--- src/rtl/wb_scoreboard.sv ---
// Writeback arbiter and register scoreboard: merges load and mul/div results onto
// the single register-file write port and stalls issue on hazards against in-flight writes.
module wb_scoreboard #(
    parameter int unsigned NPEND = 4
) (
    input  logic        clk,
    input  logic        rst_n,
    input  logic        id_v,
    input  logic [4:0]  id_rs1,
    input  logic        id_rs1_use,
    input  logic [4:0]  id_rs2,
    input  logic        id_rs2_use,
    input  logic [4:0]  id_rd,
    input  logic        id_rd_v,
    input  logic        id_long,
    output logic        id_stall,
    input  logic        ld_v,
    input  logic [4:0]  ld_rd,
    input  logic [31:0] ld_data,
    input  logic        md_v,
    input  logic [4:0]  md_rd,
    input  logic [31:0] md_data,
    output logic        md_ready,
    output logic        wb_v,
    output logic [4:0]  wb_rd,
    output logic [31:0] wb_data,
    output logic [5:0]  pend_cnt,
    output logic        sb_err
);
    localparam int unsigned RW = 5;
    localparam int unsigned DW = 32;
    localparam int unsigned CW = 6;

    logic [31:1]   r_pending;
    logic [CW-1:0] r_pend_cnt;
    logic          r_wb_v;
    logic [RW-1:0] r_wb_rd;
    logic [DW-1:0] r_wb_data;
    logic          r_sb_err;

    logic [31:0]   w_pend;
    logic          w_hit;
    logic          w_full;
    logic          w_fire;
    logic          w_set;
    logic          w_acc;
    logic [RW-1:0] w_res_rd;
    logic [DW-1:0] w_res_data;
    logic          w_clr;
    logic          w_clr_hit;
    logic [31:1]   w_pend_nxt;
    logic [CW-1:0] w_cnt_nxt;

    // x0 is never pending, so index the full 32-entry view directly
    assign w_pend = {r_pending, 1'b0};

    assign w_hit  = (id_rs1_use & w_pend[id_rs1]) |
                    (id_rs2_use & w_pend[id_rs2]) |
                    (id_rd_v    & w_pend[id_rd]);
    assign w_full = (r_pend_cnt == CW'(NPEND)) & id_long & id_rd_v & (id_rd != '0);

    assign id_stall = id_v & (w_hit | w_full);
    assign w_fire   = id_v & ~id_stall;
    assign w_set    = w_fire & id_long & id_rd_v & (id_rd != '0);

    // Loads cannot be back-pressured, so they always win the write port
    assign md_ready   = ~ld_v;
    assign w_acc      = ld_v | md_v;
    assign w_res_rd   = ld_v ? ld_rd   : md_rd;
    assign w_res_data = ld_v ? ld_data : md_data;
    assign w_clr      = w_acc & (w_res_rd != '0);
    assign w_clr_hit  = w_clr & w_pend[w_res_rd];

    always_comb begin
        w_pend_nxt = r_pending;
        for (int i = 1; i < 32; i++) begin
            if (w_clr && (w_res_rd == RW'(i)))
                w_pend_nxt[i] = 1'b0;
            if (w_set && (id_rd == RW'(i)))
                w_pend_nxt[i] = 1'b1;
        end
    end

    // Count only clears that actually retire a pending bit so pend_cnt tracks the mask
    assign w_cnt_nxt = r_pend_cnt + CW'(w_set) - CW'(w_clr_hit);

    always_ff @(posedge clk or negedge rst_n) begin
        if (!rst_n) begin
            r_pending  <= '0;
            r_pend_cnt <= '0;
            r_wb_v     <= 1'b0;
            r_wb_rd    <= '0;
            r_wb_data  <= '0;
            r_sb_err   <= 1'b0;
        end else begin
            r_pending  <= w_pend_nxt;
            r_pend_cnt <= w_cnt_nxt;
            r_wb_v     <= w_clr;
            if (w_clr) begin
                r_wb_rd   <= w_res_rd;
                r_wb_data <= w_res_data;
            end
            if (w_clr && !w_pend[w_res_rd])
                r_sb_err <= 1'b1;
        end
    end

    assign wb_v     = r_wb_v;
    assign wb_rd    = r_wb_rd;
    assign wb_data  = r_wb_data;
    assign pend_cnt = r_pend_cnt;
    assign sb_err   = r_sb_err;
endmodule

--- config.mk ---
export PLATFORM = sky130hd
export DESIGN_NAME = wb_scoreboard
export DESIGN_NICKNAME = d
export VERILOG_FILES = /design/src/rtl/wb_scoreboard.sv
export SDC_FILE = /design/constraint.sdc
export NUM_CORES = 1
export LEC_CHECK = 0
export CAP_MARGIN = 10
export CELL_PAD_IN_SITES_DETAIL_PLACEMENT = 0
export CELL_PAD_IN_SITES_GLOBAL_PLACEMENT = 1
export CORE_MARGIN = 4
export CORE_UTILIZATION = 32
export CTS_CLUSTER_SIZE = 25
export DETAILED_ROUTE_END_ITERATION = 12
export MAX_ROUTING_LAYER = met4
export PLACE_DENSITY_LB_ADDON = 0.3
export SLEW_MARGIN = 15
export SYNTH_ARGS = -nofsm -noshare
export SYNTH_HDL_FRONTEND = slang
export SYNTH_SLANG_ARGS = --single-unit
--- constraint.sdc ---
create_clock -name clk -period 3.9 [get_ports clk]
set_input_delay 0.78 -clock clk [delete_from_list [all_inputs] [get_ports clk]]
set_output_delay 0.78 -clock clk [all_outputs]
set_load 0.02 [all_outputs]
==> metrics.txt, run 1 <==
relative slew slack=32.3%; max frequency=roughly 260 MHz; compound-gate portion of the synthesized area=19.4%; Cell Area, Synth=0.00483 mm²; first-pass iteration count of the detailed router=5; most common cell after layout, fill and taps aside=clkdlybuf4s50_1; die area=0.0171 mm²; H-tree levels=3; root buf cell=clkbuf_16; Unique masters post-synth=53; placed cell areas=between 0.006 and 0.007 mm²; Pins Over Slew Limit=0; Num Clock Sinks=76; Leakage=3.03 nW; DR vias=4843; antenna violations before repair=1; post-DR vias/cell=5.48; Synth Area per Inst=9.61 µm²; global-route wire length before repair=between 20000 and 30000 µm; PwrDens=400 mW/mm²; number of port buffers=~140; XOR/XNOR share of the synthesized area=0.725%; Tcrit/Tclk final=96.8%; crit path kind=input port to primary output; initial detailed-routing violation count=375; CP Launch Type=input port; clk_lat worst skew=340 ps; Period minus WS final=3770 ps; Post-Syn Instances=about 500; WP data arrival=2990 ps; Crit. Startpoint=id_rs1[0]; Final #Nets=800; Worst Tran Pin Value=around 1000 ps; clock-pin slew on the worst setup and hold paths=60 ps; leading cell types by total area after synthesis=dfrtp_1, mux2i_1, mux4_2, o21ai_0, nand2_1; most common flop cell mapped by yosys=dfrtp_1; WL final=17800 µm; clk_skew=~7.7 ps; P&R area growth vs syn=50.8%; # IOs=between 100 and 150; critical path peak fanout=6; post-synthesis async set-or-reset flop share=100%; Filler Cell Count=between 1000 and 1500; vias in the first global route=4773; Hold Fails Final Rpt=0; antenna-violating nets left=0; HP Class=register to register; Synth area leader=dfrtp_1; row cnt=44; Hold Buf Count CTS=0; Hold Crit Start=wb_rd[4]$_DFFE_PN0P_; synthesized flop and latch total=76; EDFF count, synth=0; Synth Area in Adders=2.23%; commonest cells after routing, fill and taps aside=clkdlybuf4s50_1, nand2_1, dfrtp_1; simple-gate share of the synthesized area=approximately an eighth; reg2reg start=r_pending[30]$_DFFE_PN0P_; GRT Resource Usage Total=21.4%; post-route cell area=0.00729 mm²; Worst Setup End Kind=primary output; RePlAce Congestion=0.995; CTS tree=done; status=completed; max_cap viols=0; DRC=0; RSZ-0062 raised after global routing=false; total power=slightly below 3 mW; Starting Density=roughly a third; CTS Buf Count=9; maximum vdd drop=0.204 mV; DP Wirelength=13400 µm; global route overflow=0; Max clock buf depth=2; Die Y=131 µm; share of the synthesized area in the top cell type=39.3%; final setup violation count=0; Critical Path RT=around 3100 ps; post-synthesis sequential area ratio=39.3%; Die Width=roughly 130 µm; largest net degree at the start of global routing=77; mux cell area share after synthesis=21.1%; Core ar.=0.0146 mm²; YS warnings=0; largest family of logic cells by synthesized area=multiplexers; layout cell share with drive strength beyond 1=19.7%; wire length per cell=between 20 and 25 µm; syn_nets=609
## layout make-up
| class | instances | area [µm²] | area share [%] |
|---|---|---|---|
| Timing Repair Buffer | 211 | 1940 | 26.6 |
| Sequential cell | 76 | 1900 | 26.1 |
| Clock buffer | 13 | 260 | 3.57 |
| Tap cell | 184 | 230 | 3.16 |
| Antenna cell | 1 | 2.50 | 0.0343 |
| Multi-Input combinational cell | 377 | 2840 | 39.0 |
| Inverter | 19 | 71.3 | 0.979 |
| Clock inverter | 3 | 45.0 | 0.618 |
## state kept, by name (all words and copies together), names as in the netlist
name and flops:
wb_data 32, r_pending 31, pend_cnt 6, wb_rd 5, sb_err 1, wb_v 1
## Yosys cell counts (4+ instances only)
library cell and n:
mux2i_1 50, buf_2 9, nand3_1 13, inv_1 18, o21ai_0 65, a21oi_1 11
nand2_1 83, clkbuf_1 14, dfrtp_1 76, ha_1 7, o31ai_1 27, buf_1 7
mux4_2 17, mux2_2 12, nand4_1 4, a31oi_1 5, nor2_1 20, nor2b_1 7
nand2b_1 5
## critical path, stage by stage
cell,delay (ps)
dlygate4sd2_1,210
buf_6,130
mux4_2,490
mux2_4,270
a211o_1,290
buf_4,140
a32oi_1,250
a21oi_1,150
clkdlybuf4s15_2,280
## routing by layer
| metal | track usage [%] | wire (µm) | up-vias |
|---|---|---|---|
| met2 | 32.7 | 7890 | 253 |
| met5 | - | 0 | - |
| met1 | 26.7 | 7600 | 2276 |
| met4 | 11.1 | 788 | 0 |
| met3 | 4.67 | 1480 | 62 |
| li1 | - | - | 2252 |
## through the flow
step	TNS (ps)	cells	hold slack, ps	util [%]	setup WS, ps
final	0	884	473	49.8	125
after detailed placement	-3370	865	464	47.2	-725
after global placement	-2880	865	464	47.2	-634
after floorplan	-188	503	484	-	-134
after global routing	0	884	489	49.8	6.23
after CTS	0	883	478	49.7	9.89
## cell families after synthesis
group | after synthesis
adders and majority gates | 8
AOI/OAI and AO/OA | 143
xor gates and xnor gates | 4
muxes | 79
buffers and inverters | 50
DFF | 76
and+or+nand+nor | 143
## what timing repair did
action | in CTS | in global routing
gates resized for setup | 25 | 4
setup endpoints to repair | 6 | 2
buffers inserted | 2 | 0
pin swaps | 14 | 8
## power by group
part	total, mW	internal, mW	switching [mW]
logic	1.06	0.536	0.521
registers	0.998	0.898	0.100
clock network	0.859	0.531	0.328
## worst paths after layout
check                                                  to  slack [ps]  cells past startpoint
worst min-delay path                 wb_rd[4]$_DFFE_PN0P_         470                      1
min in group asynchronous          wb_data[2]$_DFFE_PN0P_         570                      1
worst min register to register       wb_rd[4]$_DFFE_PN0P_         470                      1
max in group asynchronous       r_pending[30]$_DFFE_PN0P_        2630                      1
worst max register to register      pend_cnt[4]$_DFF_PN0_         200                     13
worst max-delay path                             id_stall         130                      9
Power figures use the tool's default switching activity.
==> run 2, diff against run 1 <==
- CORE_MARGIN: 4 -> 2
==> metrics.txt, run 2 (synthesis gave the netlist of run 1 again) <==
antenna-violating nets left=0 (unchanged); RSZ-0062 raised after global routing=true; Core ar.=0.0146 mm² (unchanged); H-tree levels=3 (unchanged); global route overflow=0 (unchanged); WL final=17400 µm (-1.7%); max reg flops=32 (unchanged); Leakage=3.08 nW (+1.3%); HP Class=register to register; max frequency=260 MHz (-1.9%); die area=0.0161 mm² (-6.0%); status=completed; post-DR vias/cell=5.47 (-0.23%); first-pass iteration count of the detailed router=5 (unchanged); placed cell areas=0.00688 mm² (-0.47%); clk_lat worst skew=340 ps (about the same); initial detailed-routing violation count=317 (-15%); wire length per cell=19.8 µm (-1.5%); clock-pin slew on the worst setup and hold paths=60 ps (about the same); WHS=477 ps (+4.03 ps); sequential share of power=33.6% (-0.7 points); Period minus WS final=3850 ps (+71.7 ps); GRT Resource Usage Total=22.4% (+0.97 points); Pins Over Slew Limit=0 (unchanged); # IOs=145 (unchanged); Die Width=127 µm (-3.1%); Clock power frac=30.4% (+0.9 points); DR vias=4821 (-0.45%); CTS Buf Count=9 (unchanged); Layout Cells excl Fill=882 (-0.23%); P&R area growth vs syn=51.7%; maximum vdd drop=0.245 mV (+20%); root buf cell=clkbuf_16; antenna violations before repair=1 (unchanged); largest net degree at the start of global routing=77 (unchanged); vias in the first global route=4804 (+0.65%); layout cell share with drive strength beyond 1=19.8% (+0.057 points); CTS tree=done; most common cell after layout, fill and taps aside=clkdlybuf4s50_1; RePlAce Congestion=0.943 (-5.2%); critical path peak fanout=7 (+1); Num Clock Sinks=76 (unchanged); Max clock buf depth=2 (unchanged); Die Y=127 µm (-3.1%); DRC=0 (unchanged); max_cap viols=0 (unchanged); post-route cell area=0.00733 mm² (+0.64%); commonest cells after routing, fill and taps aside=clkdlybuf4s50_1, nand2_1, dfrtp_1; PwrDens=405 mW/mm² (+1.3%); Final #Nets=798 (-0.25%); Hold Fails Final Rpt=0 (unchanged); Starting Density=33.0% (unchanged); Net Switching=0.951 mW (+0.16%); switching part of the total=32.0% (-0.58 points); Critical Path RT=4150 ps (+1030 ps); Worst Setup End Kind=register; Combinational Power Share=36.0% (-0.2 points); cell-internal power=2.02 mW (+2.9%); final setup violation count=0 (unchanged); number of port buffers=144 (unchanged); global-route wire length before repair=27100 µm (+0.85%); row cnt=44 (unchanged); CP Launch Type=input port; setup_tns=0 ps (unchanged); DP Cell Count=859 (-0.69%); Tcrit/Tclk final=98.6% (+1.8 points); clk_skew=8.64 ps (+0.892 ps); DP Wirelength=13000 µm (-2.9%); WP data arrival=4100 ps (+1110 ps); Worst Tran Pin Value=983 ps (-33.0 ps); relative slew slack=34.5% (+2.2 points); crit path kind=input port to register
[run 2: final cells by class]
cell class	count	area [µm²]
timing repair buffer	209	1940
clock inverter	3	68.8
antenna	1	2.50
fill	1328	7310
clock buffer	13	250
multi-input combinational	377	2870
inverter	19	71.3
tap	184	230
sequential	76	1900
[run 2: worst max-delay path, cell delays in order]
cell and delay, ps:
buf_8 100, mux4_2 500, mux2_4 280, a221oi_4 270, nor3_2 80, or3b_1 410, or3_4 380, ha_4 270
inv_2 40, ha_4 150, fa_2 350, a21o_1 190, a21oi_2 140, xnor2_1 140
[run 2: routing by layer]
metal  wire length, µm  track usage (%)
met1              7240             27.9
met4               770             11.4
met5                 0                -
met2              8000             34.8
met3              1430             4.26
[run 2: metrics by stage]
stage / worst slack, ps / power [mW] / utilization, %
after detailed placement: -816 / 2.06 / 47.0
after floorplan: -134 / 1.55 / -
after global routing: -31.0 / 3.13 / 50.1
after CTS: 2.91 / 2.99 / 49.8
final: 53.8 / 2.97 / 50.1
after global placement: -703 / 2.02 / 47.0
[run 2: worst paths after layout]
check	cells after the start	from	slack [ps]	endpoint
worst max-delay path	14	id_rd[0]	50	pend_cnt[4]$_DFF_PN0_
worst min-delay path	1	sb_err$_DFFE_PN0P_	480	sb_err$_DFFE_PN0P_
worst max register to register	13	r_pending[18]$_DFFE_PN0P_	130	pend_cnt[4]$_DFF_PN0_
worst min register to register	1	sb_err$_DFFE_PN0P_	480	sb_err$_DFFE_PN0P_
max in group asynchronous	1	rst_n	2650	r_pending[15]$_DFFE_PN0P_
min in group asynchronous	1	rst_n	580	wb_data[4]$_DFFE_PN0P_
[run 2: power groups by stage]
stage	logic (mW)	clock network (mW)	registers, mW
2_1_floorplan	0.473	0	1.08
3_3_place_gp	1.02	0	1.01
3_5_place_dp	1.05	0	1.01
4_1_cts	1.06	0.927	0.994
5_1_grt	1.16	0.965	1.01
6_report	1.07	0.904	0.997
[run 2: timing repair]
| item | in CTS | in global routing |
|---|---|---|
| setup buffers | 5 | 1 |
| setup endpoints to repair | 6 | 3 |
| hold buffers | 0 | 0 |
| endpoints found under the hold margin | 0 | 0 |
| pin swaps | 12 | 7 |
| resized for setup | 29 | 16 |
